$ cat src/rtl/mem.sv
// MEM pipeline stage: drives the data bus for loads/stores, aligns load data, flags exceptions.
// Latency: non-access instructions take 1 cycle; bus accesses take 2+ cycles (accept edge, then the ack edge).
// Backpressure: mem_o_stall freezes the upstream pipeline while a bus access is being accepted or is outstanding.
//
// Ports:
//   clk, rst                    clock, asynchronous active-low reset
//   mem_i_*                     EX/MEM latch contents (valid, flush, wb, mem ctl, alu result, store data, rd)
//   mem_o_fwd_data              combinational copy of the ALU result for EX forwarding
//   mem_o_stall                 upstream freeze request
//   dmem_o_* / dmem_i_*         registered data-bus request; one-cycle ack with read data
//   mw_o_*                      MEM/WB register (valid, wb, rd, alu result, load data, exception code)
module mem (
  input  logic        clk,
  input  logic        rst,
  input  logic        mem_i_valid,
  input  logic        mem_i_flush,
  input  logic [1:0]  mem_i_wb,
  input  logic [4:0]  mem_i_mem,
  input  logic [31:0] mem_i_alu_result,
  input  logic [31:0] mem_i_store_data,
  input  logic [4:0]  mem_i_rd,
  output logic [31:0] mem_o_fwd_data,
  output logic        mem_o_stall,
  output logic        dmem_o_req,
  output logic        dmem_o_we,
  output logic [31:0] dmem_o_addr,
  output logic [31:0] dmem_o_wdata,
  output logic [3:0]  dmem_o_be,
  input  logic        dmem_i_ack,
  input  logic [31:0] dmem_i_rdata,
  output logic        mw_o_valid,
  output logic [1:0]  mw_o_wb,
  output logic [4:0]  mw_o_rd,
  output logic [31:0] mw_o_alu_result,
  output logic [31:0] mw_o_load_data,
  output logic [1:0]  mw_o_exc
);

  localparam logic [0:0] S_IDLE = 1'b0;
  localparam logic [0:0] S_BUSY = 1'b1;

  localparam logic [1:0] EXC_NONE     = 2'b00;
  localparam logic [1:0] EXC_MISALIGN = 2'b01;
  localparam logic [1:0] EXC_FUNCT3   = 2'b10;
  localparam logic [1:0] EXC_TIMEOUT  = 2'b11;

  logic [0:0]  r_state;
  logic [7:0]  r_cnt;
  logic        r_flushed;
  logic [1:0]  r_wb;
  logic [4:0]  r_rd;
  logic [31:0] r_alu;
  logic [2:0]  r_f3;
  logic [1:0]  r_lane;

  logic        w_is_read;
  logic        w_is_write;
  logic [2:0]  w_f3;
  logic [1:0]  w_lo;
  logic        w_access;
  logic        w_bad_f3;
  logic        w_misal;
  logic [1:0]  w_exc;
  logic        w_legal;
  logic        w_ack;
  logic        w_timeout;
  logic        w_flush_now;
  logic [3:0]  w_be;
  logic [31:0] w_wdata;
  logic [31:0] w_shifted;
  logic [31:0] w_load;

  // Read wins when both read and write are set.
  assign w_is_read  = mem_i_mem[0];
  assign w_is_write = mem_i_mem[1] & ~mem_i_mem[0];
  assign w_f3       = mem_i_mem[4:2];
  assign w_lo       = mem_i_alu_result[1:0];
  assign w_access   = mem_i_valid & ~mem_i_flush & (mem_i_mem[0] | mem_i_mem[1]);

  assign w_bad_f3 = w_is_read ? (w_f3 == 3'b011 || w_f3 == 3'b110 || w_f3 == 3'b111)
                              : (w_f3 >= 3'b011);
  // f3[1:0] encodes the access size for every legal load/store (00 byte, 01 half, 10 word).
  assign w_misal  = (w_f3[1:0] == 2'b01 && w_lo[0]) || (w_f3[1:0] == 2'b10 && w_lo != 2'b00);

  // An illegal funct3 takes precedence over misalignment.
  assign w_exc   = !w_access ? EXC_NONE : w_bad_f3 ? EXC_FUNCT3 : w_misal ? EXC_MISALIGN : EXC_NONE;
  assign w_legal = w_access & ~w_bad_f3 & ~w_misal;

  // Ack outside BUSY is ignored; ack beats a same-cycle timeout.
  assign w_ack       = (r_state == S_BUSY) & dmem_i_ack;
  assign w_timeout   = (r_state == S_BUSY) & ~dmem_i_ack & (r_cnt == 8'hFF);
  assign w_flush_now = r_flushed | mem_i_flush;

  assign mem_o_fwd_data = mem_i_alu_result;
  assign mem_o_stall    = ((r_state == S_IDLE) & w_legal) |
                          ((r_state == S_BUSY) & ~w_ack & ~w_timeout);

  always_comb begin
    w_be    = 4'b1111;
    w_wdata = mem_i_store_data;
    case (w_f3[1:0])
      2'b00: begin
        w_be    = 4'b0001 << w_lo;
        w_wdata = {4{mem_i_store_data[7:0]}};
      end
      2'b01: begin
        w_be    = 4'b0011 << {w_lo[1], 1'b0};
        w_wdata = {2{mem_i_store_data[15:0]}};
      end
      default: begin
        w_be    = 4'b1111;
        w_wdata = mem_i_store_data;
      end
    endcase
  end

  // Lane select uses the low address bits captured at accept.
  assign w_shifted = dmem_i_rdata >> {r_lane, 3'b000};

  always_comb begin
    w_load = dmem_i_rdata;
    case (r_f3)
      3'b000:  w_load = {{24{w_shifted[7]}},  w_shifted[7:0]};
      3'b001:  w_load = {{16{w_shifted[15]}}, w_shifted[15:0]};
      3'b100:  w_load = {24'h0, w_shifted[7:0]};
      3'b101:  w_load = {16'h0, w_shifted[15:0]};
      default: w_load = dmem_i_rdata;
    endcase
  end

  always_ff @(posedge clk or negedge rst) begin
    if (!rst) begin
      r_state         <= S_IDLE;
      r_cnt           <= 8'h00;
      r_flushed       <= 1'b0;
      r_wb            <= 2'b00;
      r_rd            <= 5'd0;
      r_alu           <= 32'h0;
      r_f3            <= 3'b000;
      r_lane          <= 2'b00;
      dmem_o_req      <= 1'b0;
      dmem_o_we       <= 1'b0;
      dmem_o_addr     <= 32'h0;
      dmem_o_wdata    <= 32'h0;
      dmem_o_be       <= 4'b0000;
      mw_o_valid      <= 1'b0;
      mw_o_wb         <= 2'b00;
      mw_o_rd         <= 5'd0;
      mw_o_alu_result <= 32'h0;
      mw_o_load_data  <= 32'h0;
      mw_o_exc        <= EXC_NONE;
    end else if (r_state == S_IDLE) begin
      if (w_legal) begin
        r_state      <= S_BUSY;
        r_cnt        <= 8'h00;
        r_flushed    <= 1'b0;
        r_wb         <= mem_i_wb;
        r_rd         <= mem_i_rd;
        r_alu        <= mem_i_alu_result;
        r_f3         <= w_f3;
        r_lane       <= w_lo;
        dmem_o_req   <= 1'b1;
        dmem_o_we    <= w_is_write;
        dmem_o_addr  <= {mem_i_alu_result[31:2], 2'b00};
        dmem_o_wdata <= w_wdata;
        dmem_o_be    <= w_be;
        // Bubble into MEM/WB while the access is outstanding.
        mw_o_valid   <= 1'b0;
        mw_o_wb      <= 2'b00;
        mw_o_exc     <= EXC_NONE;
      end else begin
        mw_o_valid      <= mem_i_valid & ~mem_i_flush;
        mw_o_wb         <= (mem_i_valid & ~mem_i_flush & (w_exc == EXC_NONE)) ? mem_i_wb : 2'b00;
        mw_o_rd         <= mem_i_rd;
        mw_o_alu_result <= mem_i_alu_result;
        mw_o_load_data  <= 32'h0;
        mw_o_exc        <= w_exc;
      end
    end else begin
      if (w_ack | w_timeout) begin
        r_state         <= S_IDLE;
        r_cnt           <= 8'h00;
        r_flushed       <= 1'b0;
        dmem_o_req      <= 1'b0;
        dmem_o_we       <= 1'b0;
        mw_o_valid      <= ~w_flush_now;
        mw_o_wb         <= (w_flush_now | w_timeout) ? 2'b00 : r_wb;
        mw_o_rd         <= r_rd;
        mw_o_alu_result <= r_alu;
        mw_o_load_data  <= (dmem_o_we | w_timeout) ? 32'h0 : w_load;
        mw_o_exc        <= w_timeout ? EXC_TIMEOUT : EXC_NONE;
      end else begin
        r_cnt      <= r_cnt + 8'd1;
        r_flushed  <= w_flush_now;
        mw_o_valid <= 1'b0;
        mw_o_wb    <= 2'b00;
        mw_o_exc   <= EXC_NONE;
      end
    end
  end

endmodule

$ cat config.mk
export PLATFORM = sky130hd
export DESIGN_NAME = mem
export DESIGN_NICKNAME = d
export VERILOG_FILES = /design/src/rtl/mem.sv
export SDC_FILE = /design/constraint.sdc
export NUM_CORES = 1
export LEC_CHECK = 0
export ABC_AREA = 1
export BUFFER_PORTS_ARGS = -buffer_cell sky130_fd_sc_hd__buf_2
export CAP_MARGIN = 20
export CELL_PAD_IN_SITES_DETAIL_PLACEMENT = 1
export CELL_PAD_IN_SITES_GLOBAL_PLACEMENT = 2
export CORE_MARGIN = 3
export CORE_UTILIZATION = 28
export DETAILED_ROUTE_END_ITERATION = 10
export GPL_TIMING_DRIVEN = 0
export PLACE_DENSITY = 0.85
export SYNTH_ARGS = -nofsm -noshare
export SYNTH_HDL_FRONTEND = slang
export SYNTH_SLANG_ARGS = --single-unit
$ cat constraint.sdc
create_clock -name clk -period 2.1 [get_ports clk]
set_input_delay 0.21 -clock clk [delete_from_list [all_inputs] [get_ports clk]]
set_output_delay 0.21 -clock clk [all_outputs]
set_load 0.05 [all_outputs]
==> summary by stage <==
Outcome
The flow ran to the end, but the final reports show violations. The checks that failed: setup timing.

STA
The final clock skew is roughly 9.7 ps. The number of max-slew violations in the final report came to 0. The number of failing hold endpoints at the final stage is 0. The transition time at the pin with the least slew margin is 655 ps. Setup repair after global routing could not meet its margin everywhere. The minimum period implied by the final worst setup slack is 2130 ps. Setup violations remaining at the end of the flow were counted as 1. The least setup slack across all paths after layout is -25.2 ps. The headroom to the max-slew limit is 56.3%.

The upper clock frequency limit is 0.471 GHz. The portion of the clock cycle consumed by the worst path in the final layout is 101%.

Finish
The share of post-route cells with drive strength above 1 is approximately a third. From synthesis to final layout, the design area changed by 32.3%. The final layout contains 1,496 nets.

The number of standard cells in the layout, taps in and fillers out is 1,780.

Yosys
The Yosys step of the flow raised 0 warnings. The synthesized-area fraction occupied by ao, oa, aoi and oai cells is 12.5%. The number of cells produced by synthesis is 1,067. The synthesized-area fraction occupied by adder cells is 0.151%. The synthesized design contains 0 enable-type register cells. For this run, the leading register cell type out of synthesis is sky130_fd_sc_hd__dfrtp_1.

The share of cell area taken by muxes after synthesis is 0%. The netlist area before placement is 0.00830 mm^2. The proportion of synthesized chip area in sequential cells is 49.5%. The main combinational cell family by area after synthesis is simple AND/OR/NAND/NOR gates. The share of synthesized flip-flops with an asynchronous set or reset is 100%.

A synthesized cell averages 7.78 um^2. The register bit total from synthesis is roughly 160. The share of the synthesized netlist area taken by xor and xnor gates is 0.528%. The synthesized netlist devotes between 20% and 30% of its cell area to simple gates. Yosys mapped the design onto 32 distinct sky130hd cell types.

Min path
The hold path startpoint is mem_i_store_data[0]. Along the worst hold path, the cell count comes to 3. The path class of the lowest-slack min-delay path is primary input to flip-flop. The worst hold path terminates at dmem_o_wdata[0]$_DFFE_PN0P_.

Power and ir drop
Of the total power, registers draw 28.1%. Across the VDD grid, the largest voltage drop is 535 uV. The power density normalized to cell area is 1740 mW/mm^2.

In this run switching power makes up 53.8% of total power. The power share of the combinational group is between 50% and 60%. The clock network is responsible for 16.8% of the overall power. The standby leakage power is between 6 and 7 nW. The internal portion of the total power is 8.82 mW. The power dissipated by switching net loads is 10.3 mW.

Placed design
The placed instance count is 1,740. The half-perimeter wire length after detailed placement is about 23,000 um. OpenSTA, run right after detailed placement, puts the worst setup slack at -363 ps. The count of port buffers added during placement is 287. The placer congestion estimate is ~0.81.

Worst setup path
The largest fanout on the critical path is 10. The endpoint identified for the worst register-to-register timing path is mw_o_load_data[1]$_DFFE_PN0N_. The worst setup slack for register-to-register paths is 220 ps.

Counting both buffers and inverters, the worst setup path holds a total of 3. The beginning of the worst register-to-register path is r_alu[1]$_DFFE_PN0P_. The signal on the critical path passes through ha_4 > nand2_2 > nor3_4 > a21boi_4 > nand2_4 > inv_6 > buf_8 > buf_8. The largest individual stage delay along the critical path comes from the cell sky130_fd_sc_hd__dfrtp_1. The logic depth of the worst register-to-register path is 8.

The critical path start-end classification is flip-flop to primary output. The worst setup path is captured at a primary output. The data required time at the worst endpoint is 1890 ps. The gate family responsible for the most delay along the worst path is simple AND/OR/NAND/NOR gates. Among the stages of the critical path, the cell type that occurs most often is sky130_fd_sc_hd__buf_8. The data arrival at the endpoint of the critical path is 1920 ps. In this design, the stage delay of the slowest critical-path cell is slightly above 400 ps. STA classifies the critical path startpoint as a flip-flop.

Clock network
In this run the deepest clock path goes through 2 buffers. The TritonCTS clock tree is yes. For the worst-skew pair, the clock arrives at the later sink with an insertion delay of between 400 and 500 ps. The number of CTS-inserted buffers is 17. The H-tree depth is 4. The clock input transition at the sequential cells of the worst setup and hold paths is roughly 80 ps.

The clock root buffer is sky130_fd_sc_hd__clkbuf_16. The clock drives 164 sinks.

Global routing
The first global-routing pass estimated 47,800 um of wire. Entering global routing, the biggest net connects 85 pins. The overflow left after global routing is 0. Global routing used 19.4% of the available tracks across all layers.

The initial antenna violation count is 3. The number of global-route vias before repair came to around 8,500.

Die
The floorplan core area is 0.0289 mm^2. During I/O placement, the number of pins put on the boundary was 290. The floorplan step set the die width to 178 um. The initial core utilization is 28.7%. The number of placement rows is between 60 and 70.

The floorplan step defined a die boundary enclosing ~0.032 mm^2. The die boundary height is ~180 um.

Detailed routing
In this run, the number of DRC markers left after iteration 0 of detailed routing was 498. Dividing the detail-routed wire length by the instance count gives 17.2 um. Summed over all layers, the routed wires come to slightly above 30,000 um. After detailed routing, the number of remaining DRC violations is 0. The detailed-routing iteration count for the pre-antenna-repair pass is 5. The via count is 8,184. The post-route antenna net violation count is 0. Dividing the detail-routed via count by the number of cells gives 4.60.

Flow run
The max-cap check violation count is 0.
## cells by family after synthesis
logic type      count (synthesis)
simple gates                  496
buf+inv                       213
compound gates                187
flops                         164
xor+xnor                        5
fa+ha+maj                       1
other cells                     1
## power groups by stage
stage / Clock, mW / Combinational [mW] / Sequential [mW]
finish: 3.21 / 10.5 / 5.38
global route: 3.45 / 11.4 / 5.57
CTS: 3.29 / 10.7 / 5.34
detailed placement: 0 / 10.5 / 5.37
global placement: 0 / 10.4 / 5.34
floorplan: 0 / 4.52 / 8.45
## through the flow
stage / hold slack, ps / total power [mW] / setup TNS, ps / cell area, um^2 / utilization, %
6_report: 26.6 / 19.1 / -25.2 / 11000 / 37.9
3_3_place_gp: 438 / 15.7 / -332290 / 10200 / 35.3
5_1_grt: 25.6 / 20.4 / -135 / 11000 / 37.9
4_1_cts: 3.84 / 19.3 / -94.3 / 10900 / 37.8
2_1_floorplan: -85.6 / 13.0 / 0 / 8300 / -
3_5_place_dp: 253 / 15.9 / -3400 / 10300 / 35.4
## cells in the mapped netlist, types with 2 or more instances
library cell               instances  area share [%]
sky130_fd_sc_hd__nand2_1         408              18
sky130_fd_sc_hd__nand2_4           2            0.27
sky130_fd_sc_hd__o22ai_1          11            0.83
sky130_fd_sc_hd__o21ai_1          33             2.0
sky130_fd_sc_hd__buf_4            67             6.1
sky130_fd_sc_hd__buf_1             3            0.14
sky130_fd_sc_hd__buf_6             2            0.27
sky130_fd_sc_hd__or2_2             8            0.60
sky130_fd_sc_hd__inv_1            89             4.0
sky130_fd_sc_hd__nand3_1          45             2.7
sky130_fd_sc_hd__inv_2             4            0.18
sky130_fd_sc_hd__nand4_1           2            0.15
sky130_fd_sc_hd__xor2_1            5            0.53
sky130_fd_sc_hd__clkbuf_1         23             1.0
sky130_fd_sc_hd__o21ai_0          90             5.4
sky130_fd_sc_hd__nor2_1           23             1.0
sky130_fd_sc_hd__buf_2            25             1.5
sky130_fd_sc_hd__a21oi_1          19             1.1
sky130_fd_sc_hd__dfrtp_1         164              49
sky130_fd_sc_hd__o211ai_1         30             2.7
sky130_fd_sc_hd__nor3_1            3            0.18
## per-layer routing
| layer | part of all wire (%) | vias up | global-route usage [%] |
|---|---|---|---|
| li1 | - | 3944 | - |
| met1 | 44 | 4008 | 25.1 |
| met2 | 49 | 192 | 33.0 |
| met3 | 5.3 | 34 | 4.07 |
| met4 | 1.7 | 6 | 5.04 |
| met5 | 0.13 | - | 0 |
## placed cells by master, fill, tap and decap left out, types with 4 or more instances in the layout
cell                        instances
sky130_fd_sc_hd__inv_8              4
sky130_fd_sc_hd__inv_6              5
sky130_fd_sc_hd__or2_2              8
sky130_fd_sc_hd__clkbuf_1          20
sky130_fd_sc_hd__buf_4             72
sky130_fd_sc_hd__o21ai_1           33
sky130_fd_sc_hd__buf_2            309
sky130_fd_sc_hd__dfrtp_1          164
sky130_fd_sc_hd__xor2_1             5
sky130_fd_sc_hd__o211ai_1          30
sky130_fd_sc_hd__clkbuf_16         17
sky130_fd_sc_hd__a21oi_1           19
sky130_fd_sc_hd__o21ai_0           90
sky130_fd_sc_hd__nand3_1           45
sky130_fd_sc_hd__o22ai_1           11
sky130_fd_sc_hd__inv_1             89
sky130_fd_sc_hd__nand2_1          407
sky130_fd_sc_hd__nor2_1            23
## worst max path at each step
stage / from / endpoint / slack, ps / depth (start not counted)
finish: r_cnt[1]$_DFFE_PN0P_ / mem_o_stall / -30 / 8
global route: r_cnt[1]$_DFFE_PN0P_ / mem_o_stall / -140 / 8
CTS: r_cnt[1]$_DFFE_PN0P_ / mem_o_stall / -90 / 8
detailed placement: r_cnt[0]$_DFFE_PN0P_ / mem_o_stall / -360 / 8
global placement: rst / mw_o_load_data[10]$_DFFE_PN0N_ / -2020 / 1
floorplan: r_cnt[0]$_DFFE_PN0P_ / mem_o_stall / 270 / 7
## sequential cells by signal, summed over array words and instances, names as in the netlist
signal,cells
mw_o_rd,5
r_f3,3
r_wb,2
r_state,1
dmem_o_we,1
r_alu,32
mw_o_exc,2
mw_o_wb,2
mw_o_load_data,32
r_rd,5
r_flushed,1
dmem_o_req,1
mw_o_valid,1
mw_o_alu_result,32
r_cnt,8
dmem_o_be,4
dmem_o_wdata,32
## timing repair
action	4_1_cts	5_1_grt
hold endpoints to repair	82	0
resized for setup	12	5
hold buffers	3	0
setup endpoints to repair	68	14
buffers inserted	2	3
pin swaps	2	3
## cell type report
cell class	instances	area, um^2
Antenna cell	2	5.00
Buffer	119	757
Clock buffer	17	425
Clock inverter	14	166
Fill cell	3625	18000
Inverter	93	354
Multi-Input combinational cell	691	3140
Sequential cell	164	4100
Tap cell	384	480
Timing Repair Buffer	296	1550
## worst reg2reg max path: stages (launching register included)
cell and delay (ps):
sky130_fd_sc_hd__dfrtp_1 420, sky130_fd_sc_hd__inv_2 80, sky130_fd_sc_hd__clkbuf_1 490, sky130_fd_sc_hd__a21oi_4 180, sky130_fd_sc_hd__inv_1 240, sky130_fd_sc_hd__nor2_1 80, sky130_fd_sc_hd__o21ai_0 110, sky130_fd_sc_hd__o211ai_1 140
sky130_fd_sc_hd__nand2_1 80
Note: power is estimated with default switching activity, not from simulation.
